<file path="config.mk">
export PLATFORM = sky130hd
export DESIGN_NAME = rx_controller
export DESIGN_NICKNAME = d
export VERILOG_FILES = /design/src/rtl/rx_controller.sv
export SDC_FILE = /design/constraint.sdc
export NUM_CORES = 1
export LEC_CHECK = 0
export ABC_AREA = 1
export BUFFER_PORTS_ARGS = -buffer_cell sky130_fd_sc_hd__buf_2
export CORE_MARGIN = 4
export CORE_UTILIZATION = 25
export DETAILED_ROUTE_END_ITERATION = 8
export SLEW_MARGIN = 15
export SYNTH_ARGS = -nofsm -noshare
export SYNTH_HDL_FRONTEND = slang
export SYNTH_SLANG_ARGS = --single-unit
</file>
<file path="constraint.sdc">
create_clock -name clk_i -period 2.8 [get_ports clk_i]
set_clock_uncertainty 0.05 [all_clocks]
set_input_delay 0.14 -clock clk_i [delete_from_list [all_inputs] [get_ports clk_i]]
set_output_delay 0.14 -clock clk_i [all_outputs]
set_load 0.02 [all_outputs]
</file>
<file path="src/rtl/rx_controller.sv">
// rx_controller
// -------------
// Receive back end for the UART. Takes completed raw frames from the receive
// front end and decodes them against the current control-register settings:
// data extraction, parity check, stop-bit check and break detection. Decoded
// characters go into a small FIFO. The block also keeps sticky status flags,
// runs an idle timeout and drives a registered interrupt.
//
// Ports:
//   clk_i          system clock
//   rst_ni         asynchronous active-low reset
//   cr_clk_div_i   clock cycles per bit period (0 behaves as 1)
//   cr_ds_i        data size: 0 = 7 bits, 1 = 8 bits
//   cr_p_i         parity: 00 none, 01 even, 10/11 odd
//   cr_s_i         stop bits: 0 = one, 1 = two
//   frame_i        raw frame, LSB = first data bit, right-aligned
//   frame_valid_i  one-cycle pulse qualifying frame_i
//   pop_i          read strobe for the FIFO head
//   rd_data_o      head entry {fe, pe, data[7:0]}, 0 when empty
//   rxne_o         FIFO not empty
//   rxfull_o       FIFO full
//   sr_o           sticky flags {tmo, brk, fe, pe, ore}
//   sr_clr_i       write-one-to-clear, same bit order as sr_o
//   ie_rxne_i      interrupt enable, data available
//   ie_err_i       interrupt enable, any sticky flag
//   irq_o          registered interrupt
module rx_controller #(
    parameter int FIFO_DEPTH   = 4,
    parameter int TIMEOUT_BITS = 40
) (
    input  logic        clk_i,
    input  logic        rst_ni,
    input  logic [15:0] cr_clk_div_i,
    input  logic        cr_ds_i,
    input  logic [1:0]  cr_p_i,
    input  logic        cr_s_i,
    input  logic [10:0] frame_i,
    input  logic        frame_valid_i,
    input  logic        pop_i,
    output logic [9:0]  rd_data_o,
    output logic        rxne_o,
    output logic        rxfull_o,
    output logic [4:0]  sr_o,
    input  logic [4:0]  sr_clr_i,
    input  logic        ie_rxne_i,
    input  logic        ie_err_i,
    output logic        irq_o
);

    localparam int AW = $clog2(FIFO_DEPTH);
    localparam int BW = $clog2(TIMEOUT_BITS + 1);
    localparam logic [AW:0] FULL_CNT = (AW + 1)'(FIFO_DEPTH);
    localparam logic [BW-1:0] LAST_BIT = BW'(TIMEOUT_BITS - 1);
    localparam logic [BW-1:0] ALL_BITS = BW'(TIMEOUT_BITS);

    // Sticky flag bit positions
    localparam int SR_ORE = 0;
    localparam int SR_PE  = 1;
    localparam int SR_FE  = 2;
    localparam int SR_BRK = 3;
    localparam int SR_TMO = 4;

    // ------------------------------------------------------------------
    // Frame decode (combinational, uses cr_* of the frame_valid_i cycle)
    // ------------------------------------------------------------------
    logic [3:0]  n_bits;
    logic        par_en;
    logic        par_bit;
    logic [3:0]  stop_pos;
    logic        stop1;
    logic        stop2;
    logic [3:0]  pkt_size;
    logic [7:0]  dec_data;
    logic        dec_pe;
    logic        dec_fe;
    logic        dec_brk;
    logic [10:0] in_pkt;

    always_comb begin
        n_bits   = cr_ds_i ? 4'd8 : 4'd7;
        par_en   = |cr_p_i;
        // Bit 7 is parity or stop in 7-bit mode, so it is masked out of data.
        dec_data = {cr_ds_i & frame_i[7], frame_i[6:0]};
        par_bit  = frame_i[n_bits];
        // Stop bits sit right after the parity bit, or after the data bits.
        stop_pos = n_bits + {3'b000, par_en};
        stop1    = frame_i[stop_pos];
        stop2    = frame_i[stop_pos + 4'd1];
        pkt_size = stop_pos + 4'd1 + {3'b000, cr_s_i};
        dec_fe   = ~stop1 | (cr_s_i & ~stop2);
        // Even parity expects an even total count of ones, odd expects odd.
        dec_pe   = par_en & ((^dec_data ^ par_bit) != (cr_p_i != 2'b01));
        dec_brk  = ~|(frame_i & in_pkt);
    end

    // Mask of frame bits belonging to the configured packet
    genvar gi;
    generate
        for (gi = 0; gi < 11; gi++) begin : g_pkt_mask
            assign in_pkt[gi] = (4'(gi) < pkt_size);
        end
    endgenerate

    // ------------------------------------------------------------------
    // Receive FIFO
    // ------------------------------------------------------------------
    logic [9:0]    mem [FIFO_DEPTH];
    logic [AW-1:0] head_reg, head_next;
    logic [AW-1:0] tail_reg, tail_next;
    logic [AW:0]   count_reg, count_next;
    logic          fifo_empty;
    logic          fifo_full;
    logic          push_req;
    logic          do_push;
    logic          do_pop;
    logic          drop;

    assign fifo_empty = (count_reg == '0);
    assign fifo_full  = (count_reg == FULL_CNT);
    assign push_req   = frame_valid_i & ~dec_brk;
    assign do_pop     = pop_i & ~fifo_empty;
    // A pop in the same cycle frees the slot, so a push while full still fits.
    assign do_push    = push_req & (~fifo_full | do_pop);
    assign drop       = push_req & fifo_full & ~do_pop;

    always_comb begin
        head_next  = head_reg;
        tail_next  = tail_reg;
        count_next = count_reg;
        if (do_push) begin
            tail_next = tail_reg + 1'b1;
        end
        if (do_pop) begin
            head_next = head_reg + 1'b1;
        end
        case ({do_push, do_pop})
            2'b10:   count_next = count_reg + 1'b1;
            2'b01:   count_next = count_reg - 1'b1;
            default: count_next = count_reg;
        endcase
    end

    always_ff @(posedge clk_i or negedge rst_ni) begin
        if (!rst_ni) begin
            head_reg  <= '0;
            tail_reg  <= '0;
            count_reg <= '0;
        end else begin
            head_reg  <= head_next;
            tail_reg  <= tail_next;
            count_reg <= count_next;
        end
    end

    // Storage carries no reset; the output is masked while empty.
    always_ff @(posedge clk_i) begin
        if (do_push) begin
            mem[tail_reg] <= {dec_fe, dec_pe, dec_data};
        end
    end

    assign rxne_o    = ~fifo_empty;
    assign rxfull_o  = fifo_full;
    assign rd_data_o = fifo_empty ? 10'd0 : mem[head_reg];

    // ------------------------------------------------------------------
    // Idle timeout
    // ------------------------------------------------------------------
    typedef enum logic [1:0] {
        IDLE    = 2'd0,
        COUNT   = 2'd1,
        EXPIRED = 2'd2
    } tmo_state_t;

    tmo_state_t    state_reg, state_next;
    logic [15:0]   cyc_reg, cyc_next;
    logic [BW-1:0] bit_reg, bit_next;
    logic [15:0]   div_last;
    logic          tmo_set;

    assign div_last = (cr_clk_div_i == 16'd0) ? 16'd0 : (cr_clk_div_i - 16'd1);

    always_comb begin
        state_next = state_reg;
        cyc_next   = cyc_reg;
        bit_next   = bit_reg;
        tmo_set    = 1'b0;
        case (state_reg)
            IDLE: begin
                if (!fifo_empty) begin
                    state_next = COUNT;
                    cyc_next   = '0;
                    bit_next   = '0;
                end
            end
            COUNT: begin
                if (fifo_empty) begin
                    state_next = IDLE;
                end else if (frame_valid_i || pop_i) begin
                    // Line or host activity restarts the silence window.
                    cyc_next = '0;
                    bit_next = '0;
                end else if (cyc_reg >= div_last) begin
                    cyc_next = '0;
                    if (bit_reg == LAST_BIT) begin
                        bit_next   = ALL_BITS;
                        tmo_set    = 1'b1;
                        state_next = EXPIRED;
                    end else begin
                        bit_next = bit_reg + 1'b1;
                    end
                end else begin
                    cyc_next = cyc_reg + 16'd1;
                end
            end
            EXPIRED: begin
                if (fifo_empty) begin
                    state_next = IDLE;
                end else if (frame_valid_i) begin
                    state_next = COUNT;
                    cyc_next   = '0;
                    bit_next   = '0;
                end
            end
            default: begin
                state_next = IDLE;
                cyc_next   = '0;
                bit_next   = '0;
            end
        endcase
    end

    always_ff @(posedge clk_i or negedge rst_ni) begin
        if (!rst_ni) begin
            state_reg <= IDLE;
            cyc_reg   <= '0;
            bit_reg   <= '0;
        end else begin
            state_reg <= state_next;
            cyc_reg   <= cyc_next;
            bit_reg   <= bit_next;
        end
    end

    // ------------------------------------------------------------------
    // Sticky status and interrupt
    // ------------------------------------------------------------------
    logic [4:0] sr_reg, sr_next;
    logic [4:0] sr_set;
    logic       irq_reg;

    always_comb begin
        sr_set         = '0;
        sr_set[SR_ORE] = drop;
        sr_set[SR_PE]  = do_push & dec_pe;
        sr_set[SR_FE]  = (do_push & dec_fe) | (frame_valid_i & dec_brk);
        sr_set[SR_BRK] = frame_valid_i & dec_brk;
        sr_set[SR_TMO] = tmo_set;
        // Set has priority over a simultaneous clear.
        sr_next        = (sr_reg & ~sr_clr_i) | sr_set;
    end

    always_ff @(posedge clk_i or negedge rst_ni) begin
        if (!rst_ni) begin
            sr_reg  <= '0;
            irq_reg <= 1'b0;
        end else begin
            sr_reg  <= sr_next;
            irq_reg <= (ie_rxne_i & ~fifo_empty) | (ie_err_i & |sr_reg);
        end
    end

    assign sr_o  = sr_reg;
    assign irq_o = irq_reg;

endmodule

</file>
# After elaboration in Yosys (flattened, before gate mapping)

Memories as Yosys holds them, arrays and structs flattened.
Index checks and enable logic that the tools add are counted.

$add $sub $neg: 10
Order comparisons: 15
Eq/ne operators: 17
Multiplexer cells: 40
Bitwise gates (word level): 27
Reduce and logical (&&, ||, !) cells: 13

Operators by type and width:

| kind                                                        | count |
|---|---|
| two-way mux 16 bit                                          | 7 |
| case mux 16 bit (3 select lines)                            | 1 |
| two-way mux 6 bit                                           | 7 |
| case mux 6 bit (3 select lines)                             | 1 |
| adder 16 x 1 -> 16 bit (second input constant)              | 1 |
| >= comparator 16 bit                                        | 1 |
| logical NOT 16 bit                                          | 1 |
| less-than comparator 3 x 4 -> 1 bit (first input constant)  | 4 |
| subtractor 16 x 1 -> 16 bit (second input constant)         | 1 |
| less-than comparator 4 x 5 -> 1 bit (second input constant) | 3 |
| != test 3 bit (second input constant)                       | 5 |
| two-way mux 2 bit                                           | 7 |
| AND 1 bit                                                   | 13 |
| binary-select mux 1 bit (select 4 bit)                      | 3 |
| less-than comparator 4 bit (first input constant)           | 3 |
| AND 11 bit                                                  | 1 |
| OR reduction 11 bit                                         | 1 |
| two-way mux 1 bit                                           | 10 |
| two-way mux 10 bit                                          | 1 |
| AND reduction 5 bit                                         | 2 |
| adder 4 x 1 -> 4 bit                                        | 2 |
| less-than comparator 1 x 4 -> 1 bit (first input constant)  | 2 |
| less-than comparator 2 x 4 -> 1 bit (first input constant)  | 2 |
| != test 2 bit (second input constant)                       | 4 |
| other kinds (29)                                            | 39 |

Register bits: 37
RAM bits: 40
Input bits: 42
Output and inout port bits: 18
Memories: 1

Memory list:

| name | words | width | rd ports | clocked after memory_dff | wr ports | line | text |
|---|---|---|---|---|---|---|---|
| mem  | 4     | 10    | 1        | 0                        | 1        | 107  | `logic [9:0] mem [FIFO_DEPTH];` |

# Longest topological paths before layout

Depth in word-level cells: 12
Depth in mapped cells: 24
Mapped depth without buffers: 24

# Least setup slack after synthesis

No wires, ideal clock.

Path kind: input to register
Start point: input port cr_clk_div_i[2]
End point: register cyc_reg[15]
Setup time: 124 ps
Arrival time: 2616 ps
Data required time: 2626 ps
Setup slack: 9 ps
Cell stages on the path: 24
Cell sequence: nor2_1 -> nand2_1 -> nor3_2 -> nand2_1 -> nor3_2 -> nand2_1 -> inv_2 -> nand3_2 -> nor3_2 -> xor2_1 -> nand2_1 -> ha_1 -> nand2_1 -> inv_1 -> nand3_1 -> nor3_1 -> nand3_1 -> nand3_1 -> inv_1 -> nand2_1 -> nand2_1 -> inv_2 -> buf_2 -> a21oi_1

Cells in the longest elaborated chain, start to end: 7

Ends and longest elaborated chain:

| element                                                                  | line | text |
|---|---|---|
| start, declared                                                          | 33   | `input logic [15:0] cr_clk_div_i,` |
| subtractor 16 x 1 -> 16 bit / logical NOT 16 bit (equally long branches) | 181  | `assign div_last = (cr_clk_div_i == 16'd0) ? 16'd0 : (cr_clk_div_i - 16'd1);` |
| two-way mux 16 bit *                                                     | 181  |  |
| >= comparator 16 bit *                                                   | 203  | `end else if (cyc_reg >= div_last) begin` |
| two-way mux 16 bit *                                                     | 203  |  |
| two-way mux 16 bit *                                                     | 199  | `end else if (frame_valid_i \|\| pop_i) begin` |
| two-way mux 16 bit *                                                     | 197  | `if (fifo_empty) begin` |
| case mux 16 bit (3 select lines) *                                       | 188  | `case (state_reg)` |
| end signal, assigned                                                     | 240  | `cyc_reg <= cyc_next;` |
| end, declared                                                            | 176  | `logic [15:0] cyc_reg, cyc_next;` |

Every way passes the cells marked *; elsewhere a longest branch is shown, timed or not. The select of a mux whose other input is x is not followed.
A chain may end at the register's enable or synchronous reset.

# Worst setup path in the final report

Start point: input port cr_clk_div_i[1]
End point: register cyc_reg[10]

The elaborated chain is that of the path after synthesis.

==> key figures <==
Status
  – Status: completed

Floorplan
  – Die ar.: between 0.02 and 0.025 mm²
  – Core ar.: between 0.015 and 0.02 mm²
  – # IOs: 60
  – Die height: approximately 150 µm
  – DIE WIDTH: 147.6 µm
  – Std-Cell Rows: 50
  – Starting Density: between 20% and 30%

Timing
  – Minimum clock period: approximately 2.8 ns
  – Max-slew violation count: 0
  – Period utilization: between 90 and 100%
  – Setup violators final: 0
  – Max Clock Freq: between 300 and 400 MHz
  – Fin Setup TNS: 0 ns
  – Worst-margin pin slew: about 0.87 ns
  – Setup ws final: around 0.020 ns
  – Final Hold Fails: 0
  – RSZ-0062 raised after global routing: yes
  – Max_slew headroom: 42.05%

Logic synthesis
  – Synth unique cells: slightly above 40
  – Synth Instances: 586
  – Avg Cell Area, Syn: ~8.3 µm²
  – FF+latch count, synth: a little under 80
  – Post-synth EDFFs: 40
  – Ys flop type: edfxtp_1
  – Yosys warnings: 0
  – Sequential area share after synthesis: between 40% and 50%
  – Synthesized area: a little under 0.005 mm²
  – Synthesized Nets: roughly 660
  – Synth async-reset ratio: between 40% and 50%

Layout
  – Antenna diodes: 0
  – Final Cell Area: about 0.0063 mm²
  – Syn-to-layout area delta: 29.99%
  – Layout cells sized above 1: 24.71%
  – Nets: approximately 760
  – Most frequent cells in the layout: nand2_1, nor2_1, inv_1
  – Max reg flops: 40
  – Fillers: roughly 1900
  – Commonest non-fill, non-tap cell in the layout: nand2_1

Critical path
  – Worst path arrival time: slightly below 3 ns
  – Crit-path max FO: 6
  – Kind of critical path: primary input to register
  – Startpoint class of the critical path: primary input
  – CP Capture Type: register
  – FF-to-FF path depth: 13
  – Critical path data required time: about 3 ns

Drt
  – Pre-Repair DR Iteration Count: 4
  – Routed wire length: around 12000 µm
  – Final ANT Viol Nets: 0
  – Vias: 4118
  – 1st-iter DRT viols: between 150 and 200
  – Per-cell routed wire length: around 12 µm
  – # DRC: 0
  – Routed vias/inst: 4.308

Clock network
  – Root buffer cell: clkbuf_16
  – Clock Sinks: 77
  – Clock Latency Late Sink: 0.34 ns
  – CTS HTree Levels: 3
  – Clock slew at reported path FFs: 0.06 ns
  – Worst-case clock buffer depth: 2
  – CTS tree: yes
  – CTS buffer count: 9

Global routing
  – Largest net degree at the start of global routing: 38
  – Vias in the first global route: approximately 4000
  – Total GRT Usage: 10.78%
  – First-pass GRT wire length: ~19000 µm
  – GRT overflow: 0
  – Initial antenna violation count: 0

Power
  – Leak Pwr: approximately 2.8 nW
  – VDD IR max: about 0.34 mV
  – Pwr/cell area: between 700 and 800 mW/mm²

Placement
  – Gpl congestion: between 0.8 and 0.9
  – Post-DP HPWL: about 8500 µm
  – Post-Place Worst Slack: -0.3060 ns
  – IO Port Bufs: 59
  – Placement Cell Area: 0.005694 mm²

Min path
  – Hold-critical path depth: 1
  – Hold Crit Class: primary input to register

Flow run
  – Max Cap Viol: 0
-- power breakdown --
part / total [W] / switching [W] / internal (W)
Clock: 0.00119 / 0.000485 / 0.000700
Combinational: 0.00184 / 0.00117 / 0.000679
Sequential: 0.00154 / 0.000123 / 0.00142
Total: 0.00457 / 0.00177 / 0.00280
-- per-stage QoR --
step                      total power [W]  std cells  util [%]  hold slack (ns)
after floorplan                  0.002640        586         -          -0.2056
after global placement           0.003208        926     30.04           0.2642
after detailed placement         0.003234        926     30.04           0.2703
after CTS                        0.004439        950     32.07          0.01220
after global routing             0.004890        956     33.39          0.02525
final                            0.004569        956     33.39          0.01803
-- cell families after synthesis --
group / after synthesis / synth area share, %
xor+xnor: 26 / 4.677
buf+inv: 92 / 7.145
simple gates: 269 / 26.19
fa+ha+maj: 31 / 8.276
flops: 77 / 43.69
compound gates: 91 / 10.02
-- cell usage after synthesis (4+ instances only) --
| cell | number | area, µm² |
|---|---|---|
| nand2_1 | 96 | 360.4 |
| nor2_1 | 87 | 326.6 |
| inv_1 | 76 | 285.3 |
| edfxtp_1 | 40 | 1201 |
| o21ai_0 | 40 | 200.2 |
| dfrtp_1 | 37 | 925.9 |
| a21oi_1 | 29 | 145.1 |
| ha_1 | 29 | 362.9 |
| nand3_1 | 26 | 130.1 |
| xor2_1 | 20 | 175.2 |
| nand4_1 | 12 | 75.07 |
| nor3_1 | 10 | 50.05 |
| o21ai_1 | 10 | 50.05 |
| clkbuf_1 | 8 | 30.03 |
| nor3_2 | 7 | 70.07 |
| inv_2 | 6 | 22.52 |
| xnor2_1 | 6 | 52.55 |
| nor4_1 | 5 | 31.28 |
| nand3_2 | 4 | 40.04 |
| nor2_4 | 4 | 45.04 |
| or2_2 | 4 | 25.02 |
-- worst paths after layout --
path	start	endpoint	slack, ns
worst max-delay path	cr_clk_div_i[1]	cyc_reg[10]	0.02
worst min-delay path	frame_i[6]	mem[1][6]	0.02
worst max register to register	cyc_reg[3]	cyc_reg[8]	0.68
worst min register to register	sr_o[1]	sr_o[1]	0.46
max in group asynchronous	rst_ni	cyc_reg[2]	1.75
min in group asynchronous	rst_ni	cyc_reg[9]	0.40
-- metal layers --
layer	GRT usage [%]	routed length (µm)	vias to the layer above
li1	-	-	2158
met1	14.65	5548	1899
met2	17.30	5597	49
met3	2.023	311	12
met4	3.681	176	0
met5	0	0	-
-- timing repair --
item	in CTS	in global routing
setup endpoints to repair	0	25
hold buffers	8	0
hold endpoints to repair	43	0
setup buffers	0	4
resized for setup	0	40
-- final cells by class --
type / instances / area, µm² / area share, %
Clock buffer: 9 / 225.2 / 3.559
Clock inverter: 7 / 80.08 / 1.265
Inverter: 82 / 312.8 / 4.943
Multi-Input combinational cell: 417 / 2534 / 40.04
Sequential cell: 77 / 2127 / 33.61
Tap cell: 260 / 325.3 / 5.140
Timing Repair Buffer: 104 / 724.4 / 11.45
-- critical path, cell delays in order --
cell       delay [ns]
buf_8            0.10
nor2_4           0.09
nand2_2          0.08
nor3_4           0.20
nand2_2          0.10
nor3_4           0.21
nand2_2          0.09
inv_2            0.07
nand3_2          0.07
nor3_2           0.20
xor2_1           0.15
nand2_1          0.10
ha_4             0.29
nand2_4          0.04
inv_2            0.06
nand3_4          0.07
nor3_4           0.19
nand3_2          0.11
nand3_2          0.09
inv_2            0.05
nand2_2          0.08
nand2_4          0.09
inv_6            0.09
clkbuf_16        0.14
nor3_2           0.03
Power figures use the tool's default switching activity.
